[config.mk]
export PLATFORM = sky130hd
export DESIGN_NAME = pri_enc16x4_seq
export DESIGN_NICKNAME = d
export VERILOG_FILES = /design/src/rtl/enc_pkg.sv /design/src/rtl/lsb_enc16.sv /design/src/rtl/pri_enc16x4_seq.sv
export SDC_FILE = /design/constraint.sdc
export NUM_CORES = 1
export LEC_CHECK = 0
export BUFFER_PORTS_ARGS = -buffer_cell sky130_fd_sc_hd__buf_2
export CORE_AREA = 3 3 57 59
export CTS_CLUSTER_DIAMETER = 200
export DETAILED_ROUTE_END_ITERATION = 12
export DIE_AREA = 0 0 60 62
export GPL_ROUTABILITY_DRIVEN = 1
export PLACE_DENSITY = 0.73
export SLEW_MARGIN = 10
export SYNTH_ARGS = -nofsm -noshare
export SYNTH_HDL_FRONTEND = slang
export SYNTH_HIERARCHICAL = 1
export SYNTH_SLANG_ARGS = --single-unit
export TNS_END_PERCENT = 100
[constraint.sdc]
create_clock -name clk -period 1.7 [get_ports clk]
set_input_delay 0.17 -clock clk [delete_from_list [all_inputs] [get_ports clk]]
set_output_delay 0.17 -clock clk [all_outputs]
set_load 0.005 [all_outputs]
[src/rtl/enc_pkg.sv]
// Shared widths and FSM state type for the sequential 16-to-4 priority encoder.
package enc_pkg;

    localparam int unsigned WIDTH = 16;
    localparam int unsigned IDXW  = 4;

    typedef enum logic [0:0] {
        IDLE = 1'b0,
        SCAN = 1'b1
    } state_e;

endpackage

[src/rtl/lsb_enc16.sv]
// Combinational lowest-set-bit encoder: index of the lowest set bit, any-set and
// exactly-one-set flags.
module lsb_enc16
    import enc_pkg::*;
(
    input  logic [WIDTH-1:0] vec,
    output logic [IDXW-1:0]  idx,
    output logic             any,
    output logic             onehot
);

    always_comb begin
        idx = '0;
        // Scan downward so the lowest set bit wins.
        for (int i = WIDTH - 1; i >= 0; i--) begin
            if (vec[i]) begin
                idx = IDXW'(i);
            end
        end
    end

    assign any    = |vec;
    assign onehot = any && ((vec & (vec - WIDTH'(1))) == '0);

endmodule

[src/rtl/pri_enc16x4_seq.sv]
// Sequential priority encoder: accepts a multi-hot vector and emits the index of
// each set bit in ascending order, one per output handshake.
module pri_enc16x4_seq
    import enc_pkg::*;
#(
    parameter int unsigned WIDTH = enc_pkg::WIDTH,
    parameter int unsigned IDXW  = enc_pkg::IDXW
) (
    input  logic             clk,
    input  logic             rst,
    input  logic             in_valid,
    output logic             in_ready,
    input  logic [WIDTH-1:0] in_vec,
    output logic             out_valid,
    input  logic             out_ready,
    output logic [IDXW-1:0]  out_idx,
    output logic             out_last,
    output logic             zero_det
);

    state_e            state_q, state_d;
    logic [WIDTH-1:0]  pending_q, pending_d;
    logic              zero_det_q, zero_det_d;

    logic [IDXW-1:0]   lsb_idx;
    logic              lsb_any;
    logic              lsb_onehot;

    lsb_enc16 u_lsb_enc16 (
        .vec    (pending_q),
        .idx    (lsb_idx),
        .any    (lsb_any),
        .onehot (lsb_onehot)
    );

    always_comb begin
        state_d    = state_q;
        pending_d  = pending_q;
        zero_det_d = 1'b0;
        in_ready   = 1'b0;
        out_valid  = 1'b0;
        out_idx    = '0;
        out_last   = 1'b0;

        unique case (state_q)
            IDLE: begin
                in_ready = 1'b1;
                if (in_valid) begin
                    if (in_vec != '0) begin
                        pending_d = in_vec;
                        state_d   = SCAN;
                    end else begin
                        zero_det_d = 1'b1;
                    end
                end
            end
            SCAN: begin
                out_valid = lsb_any;
                out_idx   = lsb_idx;
                out_last  = lsb_onehot;
                if (out_ready) begin
                    pending_d = pending_q & ~(WIDTH'(1) << lsb_idx);
                    if (lsb_onehot || !lsb_any) begin
                        state_d = IDLE;
                    end
                end
            end
            default: state_d = IDLE;
        endcase
    end

    always_ff @(posedge clk) begin
        if (rst) begin
            state_q    <= IDLE;
            pending_q  <= '0;
            zero_det_q <= 1'b0;
        end else begin
            state_q    <= state_d;
            pending_q  <= pending_d;
            zero_det_q <= zero_det_d;
        end
    end

    assign zero_det = zero_det_q;

endmodule

### After elaboration in Yosys (flattened, before gate mapping)

Index checks and enable logic that the tools add are counted.
W data, S select, Z words.

* add/subtract/negate cells: 1
* equality and inequality tests: 3
* shift operators: 1
* muxes and demuxes: 30
* bitwise logic cells: 5
* reduce and logical (&&, ||, !) cells: 8

Operator list (number)
* $mux W4: 17
* $mux W16: 3
* $and A16 B16 Y16: 2
* $pmux W16 S2: 1
* $logic_not A16 Y1: 1
* $not A16 Y16: 1
* $reduce_bool A16 Y1: 1
* $reduce_or A16 Y1: 1
* $shl A1 B4 Y16 const A: 1
* $sub A16 B1 Y16 const B: 1
* $mux W1: 8
* $ne A2 B2 Y1 const B: 3
* $reduce_and A3 Y1: 1
* $reduce_or A3 Y1: 1
* $not A1 Y1: 2
* $pmux W1 S2: 1
* $logic_and A1 B1 Y1: 1
* $logic_not A1 Y1: 1
* $logic_or A1 B1 Y1: 1

* flip-flop bits (word level): 18
* input bits: 20
* output and inout port bits: 8
* logic and storage cells: 51

### Depth between registers and ports, before layout

* depth in word-level cells: 21
* depth in mapped cells: 9
* depth with buffers taken out: 8

### Modules after synthesis

The synthesis kept the hierarchy.

By module, submodules not included
* pri_enc16x4_seq: times used 1, cells each 103, area an instance 1029.7 um^2, seq. area each 360.3 um^2
* lsb_enc16: times used 1, cells each 51, area an instance 327.8 um^2, seq. area each 0.0 um^2

### Worst setup path after synthesis

No wires, ideal clock.

* path kind: reg2reg
* from: reg pending_q[13]
* to: reg pending_q[1]
* library setup time: 0.124 ns
* arrival: 1.741 ns
* data required time: 1.576 ns
* setup slack: -0.165 ns
* stages on the path, launching flop included: 8
* path buffers: 1
* period minus slack after synthesis: 1.865 ns
* cells stage by stage: dfxtp_1 > or3_1 > o21ai_0 > a21boi_0 > or2_2 > clkbuf_1 > o211ai_1 > mux2i_1

* word-level cells in the longest chain between the ends: 19

RTL lines
* start: declaration: RTL line pri_enc16x4_seq.sv:22 `logic [WIDTH-1:0] pending_q, pending_d;`
* start signal: assignment: RTL line pri_enc16x4_seq.sv:79 `pending_q <= pending_d;`
* $mux W4 (14 in a row): RTL line lsb_enc16.sv:16 `if (vec[i]) begin`
* named net lsb_idx[2]: RTL line pri_enc16x4_seq.sv:25 `logic [IDXW-1:0] lsb_idx;`
* $shl A1 B4 Y16: RTL line pri_enc16x4_seq.sv:62 `pending_d = pending_q & ~(WIDTH'(1) << lsb_idx);`
* $not A16 Y16: RTL line pri_enc16x4_seq.sv:62
* $and A16 B16 Y16: RTL line pri_enc16x4_seq.sv:62
* $mux W16: RTL line pri_enc16x4_seq.sv:61 `if (out_ready) begin`
* $pmux W16 S2: RTL line pri_enc16x4_seq.sv:45 `unique case (state_q)`

The timed path passes the listed nets, and every way through them passes these cells. The select of a mux whose other input is x is not followed.
A chain may end at the register's enable or synchronous reset.

### Final worst setup path

* from: reg pending_q[4]
* to: out out_last

* word-level cells in the longest chain between the ends: 5
* elaborated cells between the ends (all ways): 6
* those cells by class: 1 x add/sub; 1 x mux; 1 x bitwise; 3 x reduce/logical

RTL lines
* $sub A16 B1 Y16: RTL line lsb_enc16.sv:23 `assign onehot = any && ((vec & (vec - WIDTH'(1))) == '0);`
* $and A16 B16 Y16: RTL line lsb_enc16.sv:23
* $logic_not A16 Y1: RTL line lsb_enc16.sv:23
* $logic_and A1 B1 Y1 (*): RTL line lsb_enc16.sv:23
* named net lsb_onehot: RTL line pri_enc16x4_seq.sv:27 `logic lsb_onehot;`
* $mux W1 (*): RTL line pri_enc16x4_seq.sv:45
* end: declaration: RTL line pri_enc16x4_seq.sv:17 `output logic out_last,`

Mark *: on every way through the listed nets, which the timed path passes. The rest lies on a longest branch.

==> results.md <==
* Post-DP HPWL at 2910 µm
* Final cell count without fillers at around 240
* Outcome: finished, violations left
* Initial core utilization at 0.492
* Reg-to-reg slack, setup at -290 ps
* Max capacitance violation total at 0
* Clock Latency Late Sink at 300 ps
* Leakage power at 0.782 nW
* Final Wtd Congestion at 0.878
* Wire length per cell at 17.3 µm
* Clk sinks at 18
* Hold Path Cell Cnt at 2
* DRC violations left at 0
* Setup ws final at -444 ps
* Finish-stage setup viols at 23
* Reg2Reg Capture Point: pending_q[6]
* Worst hold path class: in2reg
* Post-route core utilization at 0.715
* Slew Viols, Final at 0
* Area Growth Syn to Fin at 45.2%
* Max rail drop VDD at between 0.7 and 0.8 mV
* Chip Height at 62 µm
* Unrepaired setup endpoints after global routing: true
* GRT Total Usage at 0.237
* Crit Path Class: reg2out
* Crit path arrival time at 1970 ps
* CTS tree: built
* Clk root buf: clkbuf_4
* I/O Pins at 28
* Global-route wire length before repair at 6570 µm
* Post-DRT Antenna Nets at 0
* Placed insts at 231
* Place WS at -254 ps
* Antenna violations before repair at 0
* Syn Nets at 174
* Share of layout cells above drive strength 1 at 0.514
* RR Startpoint: pending_q[15]
* Ranking of synthesized cells by area: dfxtp_1 (27%), o211ai_1 (18%), mux2i_1 (12%)
* Most common cell after layout, fill and taps aside: o211ai_1
* Global route overflow at 0
* Syn avg cell area at 8.82 µm²
* Design Power at about 1.5 mW
* Max-slew headroom at 0.743
* Sum Neg Setup Slack at -5570 ps
* Top_reg_cell synth: dfxtp_1
* Crit path cell chain: nor4_4, nand2_2, nor2_2, a21oi_1, nor4_2, and2_1, buf_2
* Final hold violations at 0
* Via count at around 1500
* Core footprint at 0.00276 mm²
* Least-Margin Pin Slew at 382 ps
* Yosys top cell area share at 0.265
* WHS Endpoint: zero_det
* Worst-path fanout max at 5
* Via density at between 6 and 7
* Port Buffers at 27
* CTS Buf Count at 3
* R2R depth at 10
* Worst Setup End Kind: output pin
* Synth area leader: dfxtp_1
* Tcrit/Tclk final at 1.26
* 1st-pass router iterations at 4
* Clock transition at path regs at 110 ps
* DRT iter0 DRCs at 51
* CP required at 1530 ps
* Fin crit period at 2140 ps
* Hold wc startpoint: rst
* Async set or reset register ratio after synthesis at 0
* Ys Warns at 6
* Post-synthesis cell area at 0.00136 mm²
* Longest Clk Path Bufs at 2
* Failing checks: negative setup slack
* Fmax at about 470 MHz
* Largest net degree at the start of global routing at 34
* Std cell rows at 19
* Sequential share of the synthesized area at 0.265
* Startpoint Class: flip-flop
* Nets at approximately 230
* #FFs+latches synth at 18
* Vias in the first global route at 1401
* Number of synthesized flops with an enable pin at 0
* Commonest cells after routing, fill and taps aside: o211ai_1 (32), buf_4 (27), buf_2 (26)
* Synth Instances at 154
* P per Cell Area at ~780 mW/mm²
* Routed WL at 4210 µm
* Slowest CP cell: dfxtp_2
* H-tree Lvls at 1
* Synth cell types at 39
* Number of antenna diodes at 0
* Die Footprint at 0.00372 mm²
* Die X at 60 µm
* Clk_skew at 3.88 ps
* Max incr delay on CP at 350 ps
-- worst max-delay path, delay by kind of cell, from the launching register on --
family / cells / cell delay (ps)
flops: 1 / 350
buf+inv: 1 / 120
simple gates: 5 / 1120
compound gates: 1 / 80
-- per-layer routing --
layer | GRT usage | routed length, µm | vias to the layer above
met1 | 0.278 | 1790 | 728
met5 | 0 | 0 | -
li1 | - | - | 719
met2 | 0.427 | 2150 | 51
met3 | 0.0517 | 192 | 11
met4 | 0.0759 | 76 | 0
-- registers in the layout (all words and copies together) (netlist names) --
register   flops
pending_q     16
zero_det       1
state_q        1
-- repair_timing --
action | in CTS | in global routing
hold endpoints to repair | 0 | 0
buffers inserted | 7 | 1
hold buffers | 0 | 0
pin swaps | 13 | 10
setup endpoints to repair | 23 | 23
resized for setup | 30 | 11
-- Yosys cell counts, types with 2 or more instances --
library cell  number
a211oi_1           3
a21oi_1            7
and2_1             6
buf_1              3
clkbuf_1           4
dfxtp_1           18
inv_1              5
mux2i_1           16
nand2_1            2
nand2b_1           4
nand4_1            2
nand4b_1           2
nor2_1            12
nor3_1             4
nor4_1             2
nor4_2             4
nor4_4             3
o211ai_1          32
o21a_1             2
o21ai_0            3
o22ai_1            2
-- logic make-up after synthesis --
logic type	share of synthesized area
simple gates	0.245
buf+inv	0.0599
xor+xnor	0.00645
flops	0.265
mux	0.118
compound gates	0.305
-- stage by stage --
| step | area [µm²] | hold WS [ps] |
|---|---|---|
| 6_report | 1970 | 39.0 |
| 5_1_grt | 1970 | 26.6 |
| 4_1_cts | 1920 | 29.8 |
| 3_5_place_dp | 1720 | 360 |
| 3_3_place_gp | 1720 | 351 |
| 2_1_floorplan | 1400 | 248 |
-- report_power, final --
part           internal (mW)  switching, mW
Clock                  0.131          0.147
Sequential             0.457         0.0460
Combinational          0.372          0.379
-- layout make-up --
cell class / count / area (µm²)
Clock buffer: 4 / 36.3
Multi-Input combinational cell: 121 / 1050
Timing Repair Buffer: 64 / 457
Sequential cell: 18 / 374
Fill cell: 211 / 787
Tap cell: 31 / 38.8
Inverter: 5 / 18.8
-- how the worst max path moves through the flow --
stage	startpoint	endpoint	slack (ps)	cells after the start
2_1_floorplan	pending_q[15]	pending_q[13]	-50	8
3_3_place_gp	pending_q[15]	pending_q[9]	-160	9
3_5_place_dp	pending_q[14]	pending_q[0]	-250	9
4_1_cts	pending_q[0]	out_last	-440	7
5_1_grt	pending_q[3]	out_last	-560	7
6_report	pending_q[4]	out_last	-440	7
Note: power is estimated with default switching activity, not from simulation.
